`src/rtl/pwm_pkg.sv`:
```
// Shared definitions for the PWM timebase blocks.
//   pwm_state_e   : update-controller FSM state (IDLE / RUN / DONE)
//   PSC_WIDTH_DEF : default prescaler divide-value width
//   RCR_WIDTH_DEF : default repetition-counter width
package pwm_pkg;

  typedef enum logic [1:0] {
    IDLE = 2'd0,
    RUN  = 2'd1,
    DONE = 2'd2
  } pwm_state_e;

  localparam int unsigned PSC_WIDTH_DEF = 16;
  localparam int unsigned RCR_WIDTH_DEF = 8;

endpackage

```
`src/rtl/pwm_shadow_reg.sv`:
```
// Shadow + active register pair.
// A write loads the shadow and marks it pending. A transfer copies the shadow
// into the active register and clears pending. A write coinciding with a
// transfer passes the write data straight to the active register.
//   clk_i      : clock
//   rst_n_i    : synchronous active-low reset
//   wr_i       : shadow write strobe
//   wdata_i    : shadow write data
//   xfer_i     : transfer strobe (update event)
//   active_o   : active (in-use) value
//   xfer_val_o : value an xfer in this cycle loads (write data or shadow)
//   pending_o  : shadow holds a value not yet transferred
module pwm_shadow_reg #(
  parameter int unsigned W = 16
) (
  input  logic         clk_i,
  input  logic         rst_n_i,
  input  logic         wr_i,
  input  logic [W-1:0] wdata_i,
  input  logic         xfer_i,
  output logic [W-1:0] active_o,
  output logic [W-1:0] xfer_val_o,
  output logic         pending_o
);

  logic [W-1:0] shadow_q, shadow_d;
  logic [W-1:0] active_q, active_d;
  logic         pending_q, pending_d;

  assign xfer_val_o = wr_i ? wdata_i : shadow_q;

  always_comb begin
    shadow_d  = shadow_q;
    active_d  = active_q;
    pending_d = pending_q;
    if (wr_i) begin
      shadow_d  = wdata_i;
      pending_d = 1'b1;
    end
    if (xfer_i) begin
      active_d  = xfer_val_o;
      pending_d = 1'b0;
    end
  end

  always_ff @(posedge clk_i) begin
    if (!rst_n_i) begin
      shadow_q  <= '0;
      active_q  <= '0;
      pending_q <= 1'b0;
    end else begin
      shadow_q  <= shadow_d;
      active_q  <= active_d;
      pending_q <= pending_d;
    end
  end

  assign active_o  = active_q;
  assign pending_o = pending_q;

endmodule

```
`src/rtl/pwm_update_ctrl.sv`:
```
// Timebase sequencing controller for the PWM timer.
// Owns the prescaler divide value (shadowed, transferred on update event) and
// the counter enable; implements one-pulse mode and, when PWM_RCR_EN is
// defined, a repetition counter decimating overflow update events.
//   clk_psc_i     : timer kernel clock
//   rst_n_i       : synchronous active-low reset
//   cen_sw_i      : software counter enable (level)
//   opm_i         : one-pulse mode
//   udis_i        : blocks overflow-generated update events
//   ug_i          : software update generation pulse
//   ovf_i         : counter overflow pulse
//   psc_wr_i/psc_wdata_i : PSC shadow write
//   rcr_wr_i/rcr_wdata_i : RCR shadow write (used only with PWM_RCR_EN)
//   uif_clr_i     : clears uif_o
//   psc_preload_o : active prescaler divide value
//   cen_o         : counter enable
//   uev_o         : update event pulse
//   uif_o         : sticky update flag
//   pending_o     : PSC shadow awaiting transfer
module pwm_update_ctrl
  import pwm_pkg::*;
#(
  parameter int unsigned PSC_WIDTH = PSC_WIDTH_DEF,
  parameter int unsigned RCR_WIDTH = RCR_WIDTH_DEF
) (
  input  logic                 clk_psc_i,
  input  logic                 rst_n_i,
  input  logic                 cen_sw_i,
  input  logic                 opm_i,
  input  logic                 udis_i,
  input  logic                 ug_i,
  input  logic                 ovf_i,
  input  logic                 psc_wr_i,
  input  logic [PSC_WIDTH-1:0] psc_wdata_i,
  input  logic                 rcr_wr_i,
  input  logic [RCR_WIDTH-1:0] rcr_wdata_i,
  input  logic                 uif_clr_i,
  output logic [PSC_WIDTH-1:0] psc_preload_o,
  output logic                 cen_o,
  output logic                 uev_o,
  output logic                 uif_o,
  output logic                 pending_o
);

  pwm_state_e state_q, state_d;
  logic       cen_q, cen_d;
  logic       uev_q;
  logic       uif_q, uif_d;
  logic       uev_raw;
  logic       ovf_qual;
  logic       rep_zero;

  logic [PSC_WIDTH-1:0] unused_psc_xfer_val;

  // Overflows are only meaningful while the counter is enabled.
  assign ovf_qual = ovf_i & cen_q;
  assign uev_raw  = ug_i | (ovf_qual & ~udis_i & rep_zero);

  pwm_shadow_reg #(.W(PSC_WIDTH)) u_psc_shadow (
    .clk_i      (clk_psc_i),
    .rst_n_i    (rst_n_i),
    .wr_i       (psc_wr_i),
    .wdata_i    (psc_wdata_i),
    .xfer_i     (uev_raw),
    .active_o   (psc_preload_o),
    .xfer_val_o (unused_psc_xfer_val),
    .pending_o  (pending_o)
  );

`ifdef PWM_RCR_EN
  logic [RCR_WIDTH-1:0] rep_cnt_q, rep_cnt_d;
  logic [RCR_WIDTH-1:0] rcr_reload;
  logic [RCR_WIDTH-1:0] unused_rcr_active;
  logic                 unused_rcr_pending;

  pwm_shadow_reg #(.W(RCR_WIDTH)) u_rcr_shadow (
    .clk_i      (clk_psc_i),
    .rst_n_i    (rst_n_i),
    .wr_i       (rcr_wr_i),
    .wdata_i    (rcr_wdata_i),
    .xfer_i     (uev_raw),
    .active_o   (unused_rcr_active),
    .xfer_val_o (rcr_reload),
    .pending_o  (unused_rcr_pending)
  );

  assign rep_zero = (rep_cnt_q == '0);

  // Decrement on qualified overflow even when udis_i blocks the update.
  always_comb begin
    rep_cnt_d = rep_cnt_q;
    if (uev_raw)
      rep_cnt_d = rcr_reload;
    else if (ovf_qual && !rep_zero)
      rep_cnt_d = rep_cnt_q - 1'b1;
  end

  always_ff @(posedge clk_psc_i) begin
    if (!rst_n_i) rep_cnt_q <= '0;
    else          rep_cnt_q <= rep_cnt_d;
  end
`else
  logic unused_rcr;
  assign unused_rcr = ^{rcr_wr_i, rcr_wdata_i};
  assign rep_zero   = 1'b1;
`endif

  // FSM: state register
  always_ff @(posedge clk_psc_i) begin
    if (!rst_n_i) state_q <= IDLE;
    else          state_q <= state_d;
  end

  // FSM: next state
  always_comb begin
    state_d = state_q;
    unique case (state_q)
      IDLE: if (cen_sw_i) state_d = RUN;
      RUN: begin
        if (!cen_sw_i)            state_d = IDLE;
        else if (uev_raw && opm_i) state_d = DONE;
      end
      DONE: if (!cen_sw_i) state_d = IDLE;
      default: state_d = IDLE;
    endcase
  end

  // FSM: outputs. cen is decoded from the next state and registered so it
  // tracks RUN exactly while still being a flop output.
  always_comb begin
    cen_d = (state_d == RUN);
  end

  always_comb begin
    uif_d = uif_q;
    if (uif_clr_i) uif_d = 1'b0;
    if (uev_raw)   uif_d = 1'b1;
  end

  always_ff @(posedge clk_psc_i) begin
    if (!rst_n_i) begin
      cen_q <= 1'b0;
      uev_q <= 1'b0;
      uif_q <= 1'b0;
    end else begin
      cen_q <= cen_d;
      uev_q <= uev_raw;
      uif_q <= uif_d;
    end
  end

  assign cen_o = cen_q;
  assign uev_o = uev_q;
  assign uif_o = uif_q;

endmodule

```
`config.mk`:
```
export PLATFORM = sky130hd
export DESIGN_NAME = pwm_update_ctrl
export DESIGN_NICKNAME = d
export VERILOG_FILES = /design/src/rtl/pwm_pkg.sv /design/src/rtl/pwm_shadow_reg.sv /design/src/rtl/pwm_update_ctrl.sv
export SDC_FILE = /design/constraint.sdc
export NUM_CORES = 1
export LEC_CHECK = 0
export ABC_CLOCK_PERIOD_IN_PS = 1650
export BUFFER_PORTS_ARGS = -buffer_cell sky130_fd_sc_hd__buf_2
export CAP_MARGIN = 0
export CORE_ASPECT_RATIO = 1.5
export CORE_MARGIN = 10
export CORE_UTILIZATION = 48
export CTS_CLUSTER_DIAMETER = 30
export DETAILED_ROUTE_END_ITERATION = 16
export GPL_ROUTABILITY_DRIVEN = 0
export PLACE_DENSITY = 0.88
export SETUP_SLACK_MARGIN = 0.5
export SYNTH_ARGS = -nofsm -noshare
export SYNTH_HDL_FRONTEND = slang
export SYNTH_SLANG_ARGS = --single-unit
```
`constraint.sdc`:
```
create_clock -name clk_psc_i -period 1.65 [get_ports clk_psc_i]
set_input_delay 0.2475 -clock clk_psc_i [delete_from_list [all_inputs] [get_ports clk_psc_i]]
set_output_delay 0.2475 -clock clk_psc_i [all_outputs]
set_load 0.05 [all_outputs]
```
After elaboration in Yosys (flattened, before gate mapping):

Cells that the tools add are included.

* equal/unequal tests: 3
* muxes and demuxes: 8
* bitwise operators: 5
* reduce and logical (&&, ||, !) cells: 4

Operators with widths (count)
* 16-bit 2-to-1 mux: 1
* 2-bit 2-to-1 mux: 4
* 2-bit case mux with 3 select lines: 1
* 2-bit by 1-bit == test with 1-bit output (second input constant): 2
* 1-bit bitwise AND: 2
* 2-bit == test (second input constant): 1
* 2-bit zero test: 1
* 1-bit 2-to-1 mux: 2
* 1-bit NOT: 2
* 2-bit nonzero test: 1
* 2-bit OR reduction: 1
* 1-bit logical AND: 1
* 1-bit bitwise OR: 1

* bits in registers: 38
* bits of input ports: 34
* output and inout port bits: 20
* logic and storage cells: 27

Depth between registers and ports, before layout:

* depth after elaboration: 8
* gate-level depth with buffers: 5
* gate-level depth less buffers: 3

By module:

A second synthesis with hierarchy kept.

* cell total of the unflattened synthesis: 140
* area, all modules: 1416.4 µm²

Modules (own cells, without submodules)
* pwm_shadow_reg: instances 1, cells each 123, area an instance 1222.4 µm², seq. area each 660.6 µm²
* pwm_update_ctrl: instances 1, cells each 17, area an instance 193.9 µm², seq. area each 100.1 µm²

Least setup slack after synthesis:

No wires, ideal clock.

* path kind: reg2reg
* start point: register cen_q, in the netlist cen_o
* end point: register u_psc_shadow.active_q[10], in the netlist u_psc_shadow.active_o[10]
* setup time: 0.121 ns
* arrival time: 1.304 ns
* data required time: 1.529 ns
* setup slack: 0.225 ns
* stages on the path, launching flop included: 4
* buffers on the path: 1
* clock period less this slack: 1.425 ns
* cells stage by stage: dfxtp_1 -> a31oi_2 -> buf_4 -> mux2_2

* cells in the longest elaborated chain, start to end: 3

RTL lines
* from (decl): line pwm_update_ctrl.sv:46 `logic cen_q, cen_d;`
* from (signal assigned): line pwm_update_ctrl.sv:146 `cen_q <= cen_d;`
* 1-bit bitwise AND: line pwm_update_ctrl.sv:56 `assign ovf_qual = ovf_i & cen_q;`
* 1-bit bitwise AND: line pwm_update_ctrl.sv:57 `assign uev_raw = ug_i | (ovf_qual & ~udis_i & rep_zero);`
* 1-bit bitwise OR: line pwm_update_ctrl.sv:57
* to (signal assigned): line pwm_shadow_reg.sv:53 `active_q <= active_d;`
* to (decl): line pwm_shadow_reg.sv:27 `logic [W-1:0] active_q, active_d;`

Every way passes these cells.
A chain may end at the register's enable or synchronous reset.

Worst setup path after layout:

* start point: register cen_q, in the netlist cen_o
* end point: register u_psc_shadow.active_q[15], in the netlist u_psc_shadow.active_o[15]

The elaborated chain is that of the path after synthesis.

==> results.cfg <==
[synth]
synth_ff_type = dfxtp_1
synth_fp_nets = 158
synth_edf_count = 0
netlist_area_um2 = 1460
synthAdderAreaFrac = 0
synth_mux_area_frac = 0.232
synth_top_cells_by_count = dfxtp_1 (38), nor2b_1 (17), mux2_2 (16), mux2i_1 (16), and2_1 (10)
yosys_register_bits = 38
synth_top_area_cell = dfxtp_1
synth-compound-area-share = 0.0402
synth_top_family_by_area = multiplexers
yosys.area_share.simple = 0.159
yosysUniqueCellTypes = 19
synth_top_area_frac = 0.520
async_flop_share = 0
ys_seq_area_frac = 0.520
yosys.cell_count.top_type = dfxtp_1
ys_warn_count = 0
synth_area_leaders = dfxtp_1 (52%), mux2_2 (12%), mux2i_1 (11%), nor2b_1 (7.3%), and2_1 (4.3%)
synthCells = 124
syn_area_per_cell_um2 = 11.8
synth-xor-area-share = 0

[clock_tree]
clk_pin_slew_ps = 70
cts-root-buf = clkbuf_8
h-tree-depth = 2
postCtsHoldBufs = 0
cts.path.max_buffers = 2
cts_made_buffers = 5
clock_sinks = 38
clk_latency_ps = 280
cts_tree = done

[flow_run]
max_cap_violations = 0

[sta]
fin_skew_ps = 3.03
tns_ps = 0
setup_viol = 0
slew_viol_final = 0
period_minus_slack_ps = 1200
rsz0062_at_grt = true
finalHoldViolCount = 0
relSlewSlack = 0.673
min_period_over_period = 0.728
worst_slew_pin_slew_ps = 491
max_freq_mhz = 833

[critical_path]
r2r-start = cen_o$_SDFF_PN0_
max_stage_delay_ps = 350
cp.required_ps = 1830
cp_slowest_cell = dfxtp_4
crit_arrival_ps = 1380
startpoint = cen_o$_SDFF_PN0_
worstSetupStartpointType = flip-flop
cp_max_fo = 10
path_cells = a31oi_4 > clkbuf_16 > mux2_2
end_kind = flip-flop
critPathKind = reg2reg

[global_routing]
grt_overflow = 0
track_usage = 0.114
grt_pass1_vias = 1102
grt_start_max_net_pins = 38
grt_pass1_wl_um = 5020
antenna_found_initial = 0

[detailed_routing]
drc = 0
via_per_inst = 4.85
drt-initial-drc-count = 8
dr.pass1.iters = 5
num_vias = 1018
ant_nets = 0
finalWirelength_um = 3180
avgRoutedWirePerCell_um = 15.1

[floorplanning]
fp-row-count = 24
dieWidth_um = 65.1
die-area_um2 = 5700
ios = 54
start_util = 0.503
core_um2 = 2910
die_h_um = 87.6

[final_layout]
drive_above_1_share = 0.427
nets = 204
diodes = 0
n_fill_cell = 254
finalInstanceArea_um2 = 1900
post-route-util = 0.652
area_growth_syn_to_layout_pct = 29.7

[power_and_ir_drop]
pwr-share-comb = 0.156
power_frac_clock = 0.370
p_sw_frac = 0.257
seq_power_share = 0.474
p_int_uw = 1560
peakVddDrop_uv = 881
power_density_nw_per_um2 = 1100
leakage_uw = 0.000891
finalPower_uw = 2090
p_switching_uw = 539

[status]
outcome = finished, final reports clean

[placed_design]
detailed_place.area_um2 = 1710
port_buffers = 44
hpwlAfterDp_um = 2290

[hold_path]
hold_class = in2reg
worstHoldStart = cen_sw_i
[kinds of logic after synthesis]
| logic type | after synthesis |
|---|---|
| mux | 32 |
| simple gates | 38 |
| buf+inv | 10 |
| flops | 38 |
| compound gates | 6 |
[worst paths after layout]
kind	depth (start not counted)	end	slack, ps
hold reg to reg	1	state_q[1]$_SDFF_PN0_	490
setup reg to reg	3	u_psc_shadow.active_o[15]$_SDFFE_PN0P_	450
setup / recovery	3	u_psc_shadow.active_o[15]$_SDFFE_PN0P_	450
hold / removal	3	state_q[1]$_SDFF_PN0_	230
[placed cells by master, fill, tap and decap left out, drive strengths merged]
cell type  instances
nand4              1
clkinvlp           1
o211a              3
a31oi              1
nor2b             17
a21boi             1
nand2b             1
clkbuf            19
mux2i             16
inv                3
bufinv             1
buf               33
o32ai              1
dfxtp             38
mux2              16
nand2              2
and2              17
[power groups by stage]
stage	registers (uW)	clock network [uW]	logic [uW]
3_5_place_dp	1010	0	307
6_report	992	775	327
2_1_floorplan	1110	0	129
5_1_grt	998	837	350
3_3_place_gp	1010	0	297
4_1_cts	992	802	311
[routing by layer]
| layer | vias to the layer above | part of all wire | track usage |
|---|---|---|---|
| met2 | 29 | 0.57 | 0.215 |
| met4 | 0 | 0.013 | 0.0469 |
| met5 | - | 0 | 0 |
| met1 | 480 | 0.37 | 0.104 |
| li1 | 505 | - | - |
| met3 | 4 | 0.054 | 0.0499 |
[stage by stage]
step                      hold WS [ps]  setup slack, ps  instances
final                              226              449        210
after global routing               222              418        210
after CTS                          214              444        208
after detailed placement           475              252        200
after global placement             459              304        200
after floorplan                    397              431        124
[sequential cells by signal, summed over array words and instances (netlist names)]
signal                  flops
u_psc_shadow.active_o      16
cen_o                       1
state_q                     2
u_psc_shadow.pending_o      1
uif_o                       1
uev_o                       1
u_psc_shadow.shadow_q      16
[cell type report]
class	count	area, um^2	share of cell area
repair buffers	47	318	0.167
clock buffers	5	68.8	0.0362
clock inverters	3	43.8	0.0231
multi-input cells	76	648	0.341
well taps	39	48.8	0.0257
flip-flops and latches	38	764	0.403
inverters	2	7.51	0.00395
[worst max-delay path: cells and delay by family, from the launching register on]
| family | cells | cell delay (ps) |
|---|---|---|
| AOI/OAI and AO/OA | 1 | 210 |
| buffers and inverters | 1 | 210 |
| DFF | 1 | 350 |
| muxes | 1 | 330 |
[what timing repair did]
| item | in CTS | in global routing |
|---|---|---|
| pin swaps | 0 | 1 |
| setup endpoints to repair | 20 | 32 |
| buffers inserted | 0 | 1 |
| cloned | 0 | 1 |
| gates resized for setup | 3 | 17 |
Power figures use the tool's default switching activity.
